<file path="src/rtl/shift_add_multiplier.sv">
// shift_add_multiplier: sequential unsigned shift-and-add multiplier with valid/ready handshakes.
// Retires one multiplier bit per cycle and stops once the remaining multiplier bits are all zero.
module shift_add_multiplier #(
  parameter int MULTIPLICAND_WIDTH = 64,
  parameter int MULTIPLIER_WIDTH   = 32,
  parameter int PRODUCT_WIDTH      = MULTIPLICAND_WIDTH + MULTIPLIER_WIDTH
) (
  input  logic                          clk_i,
  input  logic                          rst_i,
  input  logic                          start_valid_i,
  output logic                          start_ready_o,
  input  logic [MULTIPLICAND_WIDTH-1:0] multiplicand_i,
  input  logic [MULTIPLIER_WIDTH-1:0]   multiplier_i,
  output logic                          product_valid_o,
  input  logic                          product_ready_i,
  output logic [PRODUCT_WIDTH-1:0]      product_o,
  output logic                          busy_o
);
  typedef enum logic [1:0] {IDLE, RUN, DONE} state_t;
  state_t                        state_q, state_d;
  logic [PRODUCT_WIDTH-1:0]      acc_q, acc_d, mcand_q, mcand_d, product_q, product_d;
  logic [MULTIPLIER_WIDTH-1:0]   mplier_q, mplier_d;
  always_comb begin
    state_d   = state_q;
    acc_d     = acc_q;
    mcand_d   = mcand_q;
    mplier_d  = mplier_q;
    product_d = product_q;
    case (state_q)
      IDLE: if (start_valid_i) begin
        acc_d    = '0;
        mcand_d  = PRODUCT_WIDTH'(multiplicand_i);
        mplier_d = multiplier_i;
        state_d  = RUN;
      end
      RUN: begin
        acc_d    = acc_q + (mplier_q[0] ? mcand_q : '0);
        mcand_d  = mcand_q << 1;
        mplier_d = mplier_q >> 1;
        // Result is captured on the final RUN edge so product_o holds through IDLE.
        if (mplier_d == '0) begin
          state_d   = DONE;
          product_d = acc_d;
        end
      end
      DONE: state_d = product_ready_i ? IDLE : DONE;
      default: state_d = IDLE;
    endcase
  end
  always_ff @(posedge clk_i or posedge rst_i) begin
    if (rst_i) begin
      state_q   <= IDLE;
      acc_q     <= '0;
      mcand_q   <= '0;
      mplier_q  <= '0;
      product_q <= '0;
    end else begin
      state_q   <= state_d;
      acc_q     <= acc_d;
      mcand_q   <= mcand_d;
      mplier_q  <= mplier_d;
      product_q <= product_d;
    end
  end
  assign start_ready_o   = (state_q == IDLE) && !rst_i;
  assign product_valid_o = state_q == DONE;
  assign busy_o          = state_q != IDLE;
  assign product_o       = product_q;
endmodule

</file>
<file path="config.mk">
export PLATFORM = sky130hd
export DESIGN_NAME = shift_add_multiplier
export DESIGN_NICKNAME = d
export VERILOG_FILES = /design/src/rtl/shift_add_multiplier.sv
export SDC_FILE = /design/constraint.sdc
export NUM_CORES = 1
export LEC_CHECK = 0
export ABC_AREA = 1
export CORE_MARGIN = 10
export CORE_UTILIZATION = 25
export DETAILED_ROUTE_END_ITERATION = 6
export HOLD_SLACK_MARGIN = 0.1
export PLACE_DENSITY_LB_ADDON = 0.15
export REMOVE_ABC_BUFFERS = 1
export SYNTH_ARGS = -nofsm -noshare
export SYNTH_HDL_FRONTEND = slang
export SYNTH_SLANG_ARGS = --single-unit
</file>
<file path="constraint.sdc">
create_clock -name clk_i -period 19.38 [get_ports clk_i]
set_input_delay 2.907 -clock clk_i [delete_from_list [all_inputs] [get_ports clk_i]]
set_output_delay 2.907 -clock clk_i [all_outputs]
set_load 0.1 [all_outputs]
</file>
==> results.txt <==
status: finished clean
Rows: 111
cts repair resizes: 0
fraction of layout cells with a size suffix above 1: 3.720%
Max Cap Viol: 0
Final Hold Violating Endpoints: 0
final setup fails: 0
routability congestion estimate: 0.9625
drc violations: 0
Seq/Total Area, Yosys: 34.87%
H-tree depth: 2
post-synth cell types: 34
Worst Setup Path Type: in2out
Vert. Die Dim: 324.0 µm
Finished Cell Area: 27590 µm²
CTS Buf Count: 43
sequential share of power: 24.5%
Routed Antenna Nets: 0
max-slew violation count: 0
routed vias: 22660
routed vias/inst: 4.456
Rel. slew slack: 24.18%
multi-input logic area: 11930 µm²
CP arrival: 4.70 ns
WP data required: 16.47 ns
Slew @ Worst Pin: 1.134 ns
most common cell after layout, fill and taps aside: nand2_1
Internal: 0.002178 W
Period minus WS final: 7.609 ns
I/O Pins: 199
Cells after Synth: 3712
drt total wl: 90440 µm
Sw Share: 53.75%
GRT Util Overall: 17.04%
PwrDens: 170.7 nW/µm²
flop and latch count out of synthesis: 322
clock slew at reported path FFs: 0.05 ns
# hold bufs at CTS: 0
most frequent cells in the layout: nand2_1 (1469), inv_1 (698), dfrtp_1 (321), nor2_1 (277), o21ai_0 (223)
Cell Area, Placed: 26250 µm²
1st-pass router iterations: 5
Worst setup SP type: primary input
Chip Width: 324.0 µm
ys async rst share: 100.0%
power share of the combinational group: 59.1%
nets: 4067
antenna violations before repair: 0
Setup crit end kind: output port
Layout Area Growth over Synthesis: 19.38%
crit share post-route: 39.26%
first-pass GRT wire length: 137300 µm
Fillers: 10410
total core area: 91660 µm²
Clock Tree Root: clkbuf_16
Starting Density: 25.21%
yosys warns: 0
Port Buf Inserts: 198
HPWL after DPL: 71040 µm
Syn Std Cell Area: 23110 µm²
unrepaired setup endpoints after global routing: no
Sink Count: 322
P_sw: 0.002531 W
storage element area: 8061 µm²
vias in the first global route: 22340
TritonCTS clock tree: built
Longest Clk Path Bufs: 3
Antenna diodes: 0
hold crit path type: reg2reg
drt wl/cell: 17.79 µm
maximum vdd drop: 0.00007546 V
largest net degree at the start of global routing: 96
initial drt markers: 1441
total negative setup slack: 0 ns
global route total overflow: 0
Fin Clk Skew: 0.02987 ns
Max FO, Critical Path: 2
mean post-synth cell area: 6.225 µm²
clock power share: 16.4%
leakage power: 15.15 nW
Worst-Skew Late Latency: 0.61 ns
Setup Buffers After CTS: 0
Most used DFF post-synth: dfrtp_1
die area: 105000 µm²
EDFF count, synth: 0
FMAX: 131.4 MHz
power groups by stage:
stage          clock network (W)  registers, W  logic, W
6_report                0.000772       0.00115   0.00278
5_1_grt                 0.000827       0.00119   0.00309
3_3_place_gp                   0       0.00116   0.00277
3_5_place_dp                   0       0.00116   0.00278
2_1_floorplan                  0       0.00159   0.00148
4_1_cts                 0.000803       0.00116   0.00279
state kept, by name, indices dropped and copies added, names as in the netlist:
| signal | count |
|---|---|
| mplier_q | 32 |
| mcand_q | 96 |
| acc_q | 96 |
| state_q | 2 |
| product_o | 96 |
worst paths after layout:
| path | from | endpoint | slack [ns] | depth (start not counted) |
|---|---|---|---|---|
| setup / recovery | rst_i | start_ready_o | 11.77 | 3 |
| min in group asynchronous | rst_i | product_o[1] | 2.79 | 2 |
| hold / removal | product_o[43] | product_o[43] | 0.48 | 2 |
| setup reg to reg | state_q[0] | mcand_q[36] | 14.36 | 12 |
| max in group asynchronous | rst_i | acc_q[76] | 14.44 | 4 |
| hold reg to reg | product_o[43] | product_o[43] | 0.48 | 2 |
final cells by class:
| type | count | share of cell area, % |
|---|---|---|
| clock buffers | 52 | 4.095 |
| clock inverters | 20 | 0.7438 |
| inverters | 707 | 9.665 |
| multi-input cells | 2582 | 43.25 |
| flip-flops and latches | 322 | 29.22 |
| well taps | 1186 | 5.379 |
| repair buffers | 215 | 7.647 |
worst max-delay path, cell delays in order:
cell             delay (ns)
clkdlybuf4s50_1        0.51
nor2_1                 0.14
clkdlybuf4s50_1        1.14
synth_stat cells, types with 8 or more instances:
| cell | instances | area share [%] |
|---|---|---|
| ha_1 | 95 | 5.1 |
| a21oi_1 | 90 | 1.9 |
| nand4_1 | 26 | 0.70 |
| nand2_1 | 1470 | 24 |
| o21ai_0 | 223 | 4.8 |
| nor3_1 | 9 | 0.19 |
| nand3_1 | 175 | 3.8 |
| nor2_2 | 19 | 0.51 |
| nand3b_1 | 14 | 0.45 |
| clkbuf_1 | 37 | 0.60 |
| nand3_2 | 9 | 0.39 |
| dfrtp_1 | 322 | 35 |
| xor2_1 | 8 | 0.30 |
| nor2_1 | 277 | 4.5 |
| buf_2 | 49 | 1.1 |
| nor3_2 | 11 | 0.48 |
| inv_1 | 699 | 11 |
| o21ai_1 | 58 | 1.3 |
| o22ai_1 | 34 | 0.92 |
| xnor2_1 | 36 | 1.4 |
| inv_2 | 8 | 0.13 |
per-layer routing:
metal | up-vias | share of wire (%) | GRT usage (%)
li1 | 11580 | - | -
met1 | 10580 | 50 | 24.52
met3 | 75 | 4.5 | 2.368
met2 | 416 | 43 | 27.00
met5 | - | 0 | 0
met4 | 0 | 1.6 | 3.079
metrics by stage:
stage | total power, W | instances | hold slack [ns] | setup slack (ns) | util (%)
3_5_place_dp | 0.003941 | 5012 | 0.4653 | 11.77 | 28.64
5_1_grt | 0.005110 | 5084 | 0.4981 | 11.75 | 30.10
4_1_cts | 0.004747 | 5084 | 0.4809 | 11.77 | 30.10
6_report | 0.004708 | 5084 | 0.4764 | 11.77 | 30.10
2_1_floorplan | 0.003062 | 3611 | 0.4529 | 7.560 | -
3_3_place_gp | 0.003928 | 5012 | 0.4651 | 11.76 | 28.64
cells by family after synthesis:
group / count (synthesis) / synth area share, %
AOI/OAI and AO/OA: 411 / 9.161
xor gates and xnor gates: 44 / 1.668
buffers and inverters: 808 / 13.55
DFF: 322 / 34.87
adders and majority gates: 96 / 5.230
and+or+nand+nor: 2031 / 35.52
(Power assumes the default switching activity.)
